`config.mk`:
```
export PLATFORM = sky130hd
export DESIGN_NAME = alsu_pipe
export DESIGN_NICKNAME = d
export VERILOG_FILES = /design/src/rtl/alsu_pipe.sv
export SDC_FILE = /design/constraint.sdc
export NUM_CORES = 1
export LEC_CHECK = 0
export CAP_MARGIN = 10
export CORE_ASPECT_RATIO = 1.2
export CORE_MARGIN = 3
export CORE_UTILIZATION = 35
export CTS_CLUSTER_SIZE = 30
export DETAILED_ROUTE_END_ITERATION = 7
export GPL_TIMING_DRIVEN = 0
export PLACE_DENSITY_LB_ADDON = 0.15
export SYNTH_ARGS = -nofsm -noshare
export SYNTH_HDL_FRONTEND = slang
export SYNTH_SLANG_ARGS = --single-unit
```
`constraint.sdc`:
```
create_clock -name clk -period 4.05 [get_ports clk]
set_input_delay 1.0125 -clock clk [delete_from_list [all_inputs] [get_ports clk]]
set_output_delay 1.0125 -clock clk [all_outputs]
set_load 0.02 [all_outputs]
```
`src/rtl/alsu_pipe.sv`:
```
// Handshaked arithmetic/logic/shift unit: single-cycle ops finish in one EXEC
// cycle, MUL runs a WIDTH-cycle shift-add; errors are sticky and blink the LEDs.
module alsu_pipe #(
   parameter int WIDTH          = 3,
   parameter     INPUT_PRIORITY = "A",
   parameter     FULL_ADDER     = "ON",
   parameter int LED_W          = 16
) (
   input  logic                 clk,
   input  logic                 rst,
   input  logic                 in_valid,
   output logic                 in_ready,
   input  logic [WIDTH-1:0]     A,
   input  logic [WIDTH-1:0]     B,
   input  logic                 cin,
   input  logic                 serial_in,
   input  logic                 direction,
   input  logic                 red_op_A,
   input  logic                 red_op_B,
   input  logic                 bypass_A,
   input  logic                 bypass_B,
   input  logic [2:0]           opcode,
   output logic [2*WIDTH-1:0]   out,
   output logic                 out_valid,
   output logic                 err,
   output logic [LED_W-1:0]     leds
);

   localparam int OW = 2 * WIDTH;
   localparam int CW = $clog2(WIDTH + 1);
   localparam bit PRIO_A   = (INPUT_PRIORITY == "A");
   localparam bit CIN_USED = (FULL_ADDER == "ON");

   localparam logic [2:0] OP_AND = 3'b000;
   localparam logic [2:0] OP_XOR = 3'b001;
   localparam logic [2:0] OP_ADD = 3'b010;
   localparam logic [2:0] OP_MUL = 3'b011;
   localparam logic [2:0] OP_SHL = 3'b100;
   localparam logic [2:0] OP_ROT = 3'b101;

   typedef enum logic [1:0] {S_IDLE, S_EXEC, S_MUL} state_t;

   state_t state_q, state_d;

   // captured request fields
   logic [WIDTH-1:0] a_q, b_q;
   logic             cin_q, sin_q, dir_q;
   logic             red_a_q, red_b_q, byp_a_q, byp_b_q;
   logic [2:0]       op_q;

   logic [OW-1:0]    out_q, out_d;
   logic             out_valid_q, out_valid_d;
   logic             err_q, err_d;
   logic [LED_W-1:0] leds_q, leds_d;

   logic [OW-1:0]    acc_q, acc_d, acc_sum;
   logic [OW-1:0]    mcand_q, mcand_d;
   logic [WIDTH-1:0] mplier_q, mplier_d;
   logic [CW-1:0]    cnt_q, cnt_d;

   logic             accept, go_mul, mul_last;
   logic [OW-1:0]    exec_res;
   logic             exec_inv;
   logic             red_bit;

   assign accept   = in_valid && in_ready;
   assign go_mul   = (opcode == OP_MUL) && !bypass_A && !bypass_B && !red_op_A && !red_op_B;
   assign mul_last = (cnt_q == CW'(WIDTH - 1));

   // ---------------- FSM: state register ----------------
   always_ff @(posedge clk or posedge rst) begin
      if (rst) state_q <= S_IDLE;
      else     state_q <= state_d;
   end

   // ---------------- FSM: next state ----------------
   always_comb begin
      state_d = state_q;
      case (state_q)
         S_IDLE: if (accept) state_d = go_mul ? S_MUL : S_EXEC;
         S_EXEC: state_d = S_IDLE;
         S_MUL:  if (mul_last) state_d = S_IDLE;
         default: state_d = S_IDLE;
      endcase
   end

   // ---------------- FSM: outputs ----------------
   always_comb begin
      in_ready = (state_q == S_IDLE);
   end

   // Single-cycle result, resolved by bypass > invalid > opcode priority.
   always_comb begin
      exec_res = '0;
      exec_inv = 1'b0;
      red_bit  = 1'b0;
      if (byp_a_q && byp_b_q) begin
         exec_res = PRIO_A ? {{WIDTH{1'b0}}, a_q} : {{WIDTH{1'b0}}, b_q};
      end else if (byp_a_q) begin
         exec_res = {{WIDTH{1'b0}}, a_q};
      end else if (byp_b_q) begin
         exec_res = {{WIDTH{1'b0}}, b_q};
      end else if (op_q[2:1] == 2'b11 ||
                   ((red_a_q || red_b_q) && op_q[2:1] != 2'b00)) begin
         exec_inv = 1'b1;
      end else begin
         case (op_q)
            OP_AND: begin
               if (red_a_q && red_b_q) red_bit = PRIO_A ? &a_q : &b_q;
               else if (red_a_q)       red_bit = &a_q;
               else                    red_bit = &b_q;
               exec_res = (red_a_q || red_b_q) ? {{(OW-1){1'b0}}, red_bit}
                                               : {{WIDTH{1'b0}}, a_q & b_q};
            end
            OP_XOR: begin
               if (red_a_q && red_b_q) red_bit = PRIO_A ? ^a_q : ^b_q;
               else if (red_a_q)       red_bit = ^a_q;
               else                    red_bit = ^b_q;
               exec_res = (red_a_q || red_b_q) ? {{(OW-1){1'b0}}, red_bit}
                                               : {{WIDTH{1'b0}}, a_q ^ b_q};
            end
            OP_ADD: exec_res = {{WIDTH{1'b0}}, a_q} + {{WIDTH{1'b0}}, b_q}
                             + {{(OW-1){1'b0}}, (cin_q & CIN_USED)};
            OP_SHL: exec_res = dir_q ? {out_q[OW-2:0], sin_q}
                                     : {sin_q, out_q[OW-1:1]};
            OP_ROT: exec_res = dir_q ? {out_q[OW-2:0], out_q[OW-1]}
                                     : {out_q[0], out_q[OW-1:1]};
            default: exec_res = '0;
         endcase
      end
   end

   // Datapath next-state: result register, error/LED bank, shift-add multiplier.
   always_comb begin
      out_d       = out_q;
      out_valid_d = 1'b0;
      err_d       = err_q;
      acc_d       = acc_q;
      mcand_d     = mcand_q;
      mplier_d    = mplier_q;
      cnt_d       = cnt_q;
      acc_sum     = acc_q + (mplier_q[0] ? mcand_q : '0);
      case (state_q)
         S_EXEC: begin
            out_d       = exec_res;
            out_valid_d = 1'b1;
            err_d       = exec_inv;
         end
         S_MUL: begin
            acc_d    = acc_sum;
            mcand_d  = mcand_q << 1;
            mplier_d = mplier_q >> 1;
            cnt_d    = cnt_q + CW'(1);
            if (mul_last) begin
               out_d       = acc_sum;
               out_valid_d = 1'b1;
               err_d       = 1'b0;
            end
         end
         default: ;
      endcase
      if (accept) begin
         acc_d    = '0;
         mcand_d  = {{WIDTH{1'b0}}, A};
         mplier_d = B;
         cnt_d    = '0;
      end
      // first blink value is all ones on the edge where err rises
      leds_d = err_d ? ~leds_q : '0;
   end

   always_ff @(posedge clk or posedge rst) begin
      if (rst) begin
         a_q      <= '0;
         b_q      <= '0;
         cin_q    <= 1'b0;
         sin_q    <= 1'b0;
         dir_q    <= 1'b0;
         red_a_q  <= 1'b0;
         red_b_q  <= 1'b0;
         byp_a_q  <= 1'b0;
         byp_b_q  <= 1'b0;
         op_q     <= '0;
      end else if (accept) begin
         a_q      <= A;
         b_q      <= B;
         cin_q    <= cin;
         sin_q    <= serial_in;
         dir_q    <= direction;
         red_a_q  <= red_op_A;
         red_b_q  <= red_op_B;
         byp_a_q  <= bypass_A;
         byp_b_q  <= bypass_B;
         op_q     <= opcode;
      end
   end

   always_ff @(posedge clk or posedge rst) begin
      if (rst) begin
         out_q       <= '0;
         out_valid_q <= 1'b0;
         err_q       <= 1'b0;
         leds_q      <= '0;
         acc_q       <= '0;
         mcand_q     <= '0;
         mplier_q    <= '0;
         cnt_q       <= '0;
      end else begin
         out_q       <= out_d;
         out_valid_q <= out_valid_d;
         err_q       <= err_d;
         leds_q      <= leds_d;
         acc_q       <= acc_d;
         mcand_q     <= mcand_d;
         mplier_q    <= mplier_d;
         cnt_q       <= cnt_d;
      end
   end

   assign out       = out_q;
   assign out_valid = out_valid_q;
   assign err       = err_q;
   assign leds      = leds_q;

endmodule

```
# --- Word-level counts from Yosys, hierarchy flattened ---
# Cells that the tools add are included.
totals:
  reg_bits: 59
  in_bits: 19
op_classes:
  add_sub_neg: 4
  eq_ne: 11
  mux: 37
  bitwise_logic: 3
  n_reduce_logical: 25
op_table:
  columns: ["cell", "n"]
  rows:
  - ["two-way mux 6 bit", 12]
  - ["one-hot mux 6 bit (5 select lines)", 1]
  - ["two-way mux 16 bit", 1]
  - ["inverter 16 bit", 1]
  - ["two-way mux 3 bit", 4]
  - ["one-hot mux 6 bit (2 select lines)", 1]
  - ["two-way mux 1 bit", 10]
  - ["two-way mux 2 bit", 5]
  - ["logical AND 1 bit", 8]
  - ["adder 6 bit", 1]
  - ["== test 2 bit (second input constant)", 3]
  - ["== test 3 x 2 -> 1 bit (second input constant)", 2]
  - ["== test 3 bit (second input constant)", 2]
  - ["AND reduction 3 bit", 2]
  - ["nonzero test 2 bit", 3]
  - ["parity 3 bit", 2]
  - ["adder 4 x 1 -> 5 bit", 1]
  - ["adder 3 x 3 -> 4 bit", 1]
  - ["zero test 1 bit", 4]
  - ["one-hot mux 1 bit (2 select lines)", 2]
  - ["one-hot mux 2 bit (2 select lines)", 1]
  - ["AND reduction 2 bit", 2]
  - ["AND 3 bit", 1]
  - ["== test 3 x 1 -> 1 bit (second input constant)", 1]
  - ["8 further kinds", 9]

# --- Logic depth before layout (Yosys ltp) ---
depth:
  ltp_word: 10
  mapped_depth: 8
  mapped_depth_nobuf: 8

# --- Worst setup path after synthesis ---
# Ideal clock, no wire load.
synth_timing:
  path_type: "register to register"
  from: "reg a_q[0]"
  to: "reg out_q[1], in the netlist out[1]"
  setup_time_ns: 0.065
  t_arrival_ns: 1.904
  t_required_ns: 3.985
  path_slack_ns: 2.081
  stages_incl_launch_ff: 8
  period_less_slack_ns: 1.969
  cell_sequence: "dfrtp_1 fa_1 inv_1 fa_1 o22ai_1 o21ai_0 a221oi_1 a211o_1"
synth_via:
  elab_chain_len: 8
synth_rtl:
  columns: ["element", "line_no", "rtl"]
  rows:
  - ["start: declaration", "46", "logic [WIDTH-1:0] a_q, b_q;"]
  - ["start signal: assignment", "174", "a_q <= '0;"]
  - ["start signal: assignment", "185", "a_q <= A;"]
  - ["adder 3 x 3 -> 4 bit", "122", "OP_ADD: exec_res = {{WIDTH{1'b0}}, a_q} + {{WIDTH{1'b0}}, b_q}"]
  - ["adder 4 x 1 -> 5 bit", "123", "+ {{(OW-1){1'b0}}, (cin_q & CIN_USED)};"]
  - ["one-hot mux 6 bit (5 select lines)", "107", "case (op_q)"]
  - ["two-way mux 6 bit", "103", "end else if (op_q[2:1] == 2'b11 ||"]
  - ["two-way mux 6 bit", "101", "end else if (byp_b_q) begin"]
  - ["two-way mux 6 bit", "99", "end else if (byp_a_q) begin"]
  - ["two-way mux 6 bit", "97", "if (byp_a_q && byp_b_q) begin"]
  - ["one-hot mux 6 bit (2 select lines)", "143", "case (state_q)"]
  - ["end signal: assignment", "209", "out_q <= out_d;"]
  - ["end: declaration", "51", "logic [OW-1:0] out_q, out_d;"]
# No other way between the ends.
# A chain may end at the register's enable or synchronous reset.

# --- Worst setup path after layout ---
layout_timing:
  from: "reg state_q[1]"
  to: "out in_ready"
layout_via:
  elab_chain_len: 1
layout_rtl:
  columns: ["element", "line_no", "rtl"]
  rows:
  - ["start: declaration", "43", "state_t state_q, state_d;"]
  - ["start signal: assignment", "73", "else state_q <= state_d;"]
  - ["zero test 2 bit", "89", "in_ready = (state_q == S_IDLE);"]
  - ["end: declaration", "12", "output logic in_ready,"]
# No other way between the ends.

==> flow_metrics.env <==
export IMPL_total_power_w=0.00207
export IMPL_antenna_found_initial=0
export IMPL_first_pass_iters=4
export IMPL_ir_worst_vdd_mv=0.242
export IMPL_cp_data_arrival_time_ns=1.67
export IMPL_fin_ws_ns=1.37
export IMPL_power_density_nw_per_um2=532
export IMPL_cts_sinks=59
export IMPL_vias=2429
export IMPL_gp_congestion=0.829
export IMPL_synth_nets=357
export IMPL_cts_hold_repair_buffers=0
export IMPL_yosysWarnings=0
export IMPL_fill_cells=823
export IMPL_grt_pass1_wl_um=12300
export IMPL_drive_gt1_share_pct=8.14
export IMPL_grt_max_degree=37
export IMPL_tritoncts="yes"
export IMPL_maxCapViolations=0
export IMPL_htree_levels=3
export IMPL_crit_type="reg2out"
export IMPL_crit_required_ns=3.04
export IMPL_yosysUniqueCellTypes=49
export IMPL_hp_class="reg2reg"
export IMPL_overflow=0
export IMPL_tns_ns=0
export IMPL_yosysSeqAreaShare_pct=48.3
export IMPL_dpl_cell_area_um2=3650
export IMPL_setup_viol=0
export IMPL_grt_pass1_vias=2458
export IMPL_startpoint_type="flop"
export IMPL_syn_area_um2=3060
export IMPL_initial_core_util_pct=36.7
export IMPL_finalCriticalPeriod_ns=2.68
export IMPL_max_freq_mhz=373
export IMPL_synth_area_leaders="dfrtp_1 (48%), nand2_1 (7.0%), ha_1 (5.7%), mux2i_1 (4.9%), nor2_1 (4.2%)"
export IMPL_cts_made_buffers=9
export IMPL_fp_dieW_um=91.3
export IMPL_grt_setup_unrepaired="false"
export IMPL_via_per_inst=4.91
export IMPL_status="finished clean"
export IMPL_yosys_area_top_type_share_pct=48.3
export IMPL_async_reset_ff_share_pct=100
export IMPL_leakage_nw=1.84
export IMPL_worstPathMaxFanout=4
export IMPL_fin_worst_skew_ns=0.0105
export IMPL_grt_usage_pct=15.8
export IMPL_finalHoldViolCount=0
export IMPL_clk_pin_slew_ns=0.07
export IMPL_dieArea_um2=9900
export IMPL_portBuffers=43
export IMPL_synth_common_cells="dfrtp_1 (59), nand2_1 (57), nor2_1 (34)"
export IMPL_slew_violations=0
export IMPL_synth_edf_count=0
export IMPL_place_ws_ns=1.25
export IMPL_nets=412
export IMPL_drtIter0Drc=82
export IMPL_synth_top_flop_cell="dfrtp_1"
export IMPL_cts_path_max_buffers=2
export IMPL_cts_repair_resized=0
export IMPL_area_delta_synth_final_pct=27.2
export IMPL_die_h_um=108
export IMPL_worst_pin_slew_ns=0.584
export IMPL_synth_seq_cells=59
export IMPL_io_pins=44
export IMPL_final_area_um2=3890
export IMPL_rows=36
export IMPL_synth_largest_area_cell="dfrtp_1"
export IMPL_clockRootBuffer="clkbuf_8"
export IMPL_wl_per_cell_um=14.7
export IMPL_core_um2=8330
export IMPL_endpoint_kind="primary output"
export IMPL_yosys_cell_count_top_type="dfrtp_1"
export IMPL_dp_hpwl_um=5460
export IMPL_post_route_util_pct=46.7
export IMPL_post_cts_buffers=0
export IMPL_syn_area_per_cell_um2=9.53
export IMPL_clock_latency_ns=0.33
export IMPL_slew_headroom_pct=61.1
export IMPL_fin_crit_sh_pct=66.2
export IMPL_netlist_instances=321
export IMPL_drc=0
export IMPL_diodes=0
export IMPL_ant_nets=0
export IMPL_routed_wl_um=7300
==> power by group <==
group          switching (W)  total [W]  internal [W]  leakage (nW)
clock network       0.000243   0.000650      0.000407         0.119
logic               0.000348   0.000638      0.000290         0.947
registers          0.0000922   0.000783      0.000690         0.772
total               0.000684    0.00207       0.00139          1.84
==> registers in the layout (all words and copies together), names as in the netlist, 2 cells and up <==
register and cells:
mcand_q 6, leds 16, out 6, acc_q 6, mplier_q 3, state_q 2
b_q 3, a_q 3, cnt_q 2, op_q 3
==> logic make-up (layout without fill, tap and decap cells) <==
family | after synthesis | count (layout) | synth area share (%)
xor gates and xnor gates | 7 | 7 | 2.00
AOI/OAI and AO/OA | 62 | 62 | 12.8
muxes | 16 | 16 | 5.28
adders and majority gates | 17 | 17 | 7.69
DFF | 59 | 59 | 48.3
buffers and inverters | 26 | 86 | 3.68
and+or+nand+nor | 134 | 134 | 20.2
==> cell type report <==
type                       count  area (µm²)  area share, %
tap                          114         143           3.66
clock buffer                   9         124           3.18
timing repair buffer          44         450           11.6
clock inverter                 7         116           2.99
multi-input combinational    236        1470           37.8
buffer                        16        75.1           1.93
inverter                      10        37.5          0.964
sequential                    59        1480           37.9
==> worst max-delay path, cell delays in order (launching register included) <==
cell             delay [ns]
dfrtp_1                0.38
inv_1                  0.11
ha_1                   0.22
clkdlybuf4s50_1        0.62
==> metal layers <==
| layer | share of wire (%) | up-vias | GRT usage, % |
|---|---|---|---|
| li1 | - | 1209 | - |
| met1 | 46 | 1181 | 19.6 |
| met2 | 50 | 32 | 26.8 |
| met3 | 3.9 | 7 | 4.80 |
| met4 | 0.86 | 0 | 4.20 |
| met5 | 0 | - | 0 |
==> through the flow <==
stage,hold WS (ns),std cells
after floorplan,0.446,321
after global placement,0.412,478
after detailed placement,0.418,479
after CTS,0.430,495
after global routing,0.446,495
final,0.427,495
==> final timing paths <==
path                                  from         end  slack, ns  depth (start not counted)
worst max register to register      a_q[0]      out[1]       1.85                          7
max in group asynchronous              rst  mcand_q[0]       2.43                          3
worst min register to register    leds[15]    leds[15]       0.43                          1
worst max-delay path            state_q[1]    in_ready       1.37                          3
min in group asynchronous              rst    leds[10]       1.04                          2
worst min-delay path              leds[15]    leds[15]       0.43                          1
==> cells in the final DEF (no fill, tap or decap), drive strengths merged, types with 7 or more instances in the layout <==
cell,n
ha,14
nand2b,7
dfrtp,59
inv,10
mux2i,15
clkbuf,18
buf,8
nand2,57
clkdlybuf4s50,43
nor2,34
o21ai,16
a21oi,22
and2,7
No activity file was read; power rests on OpenSTA's default activity.
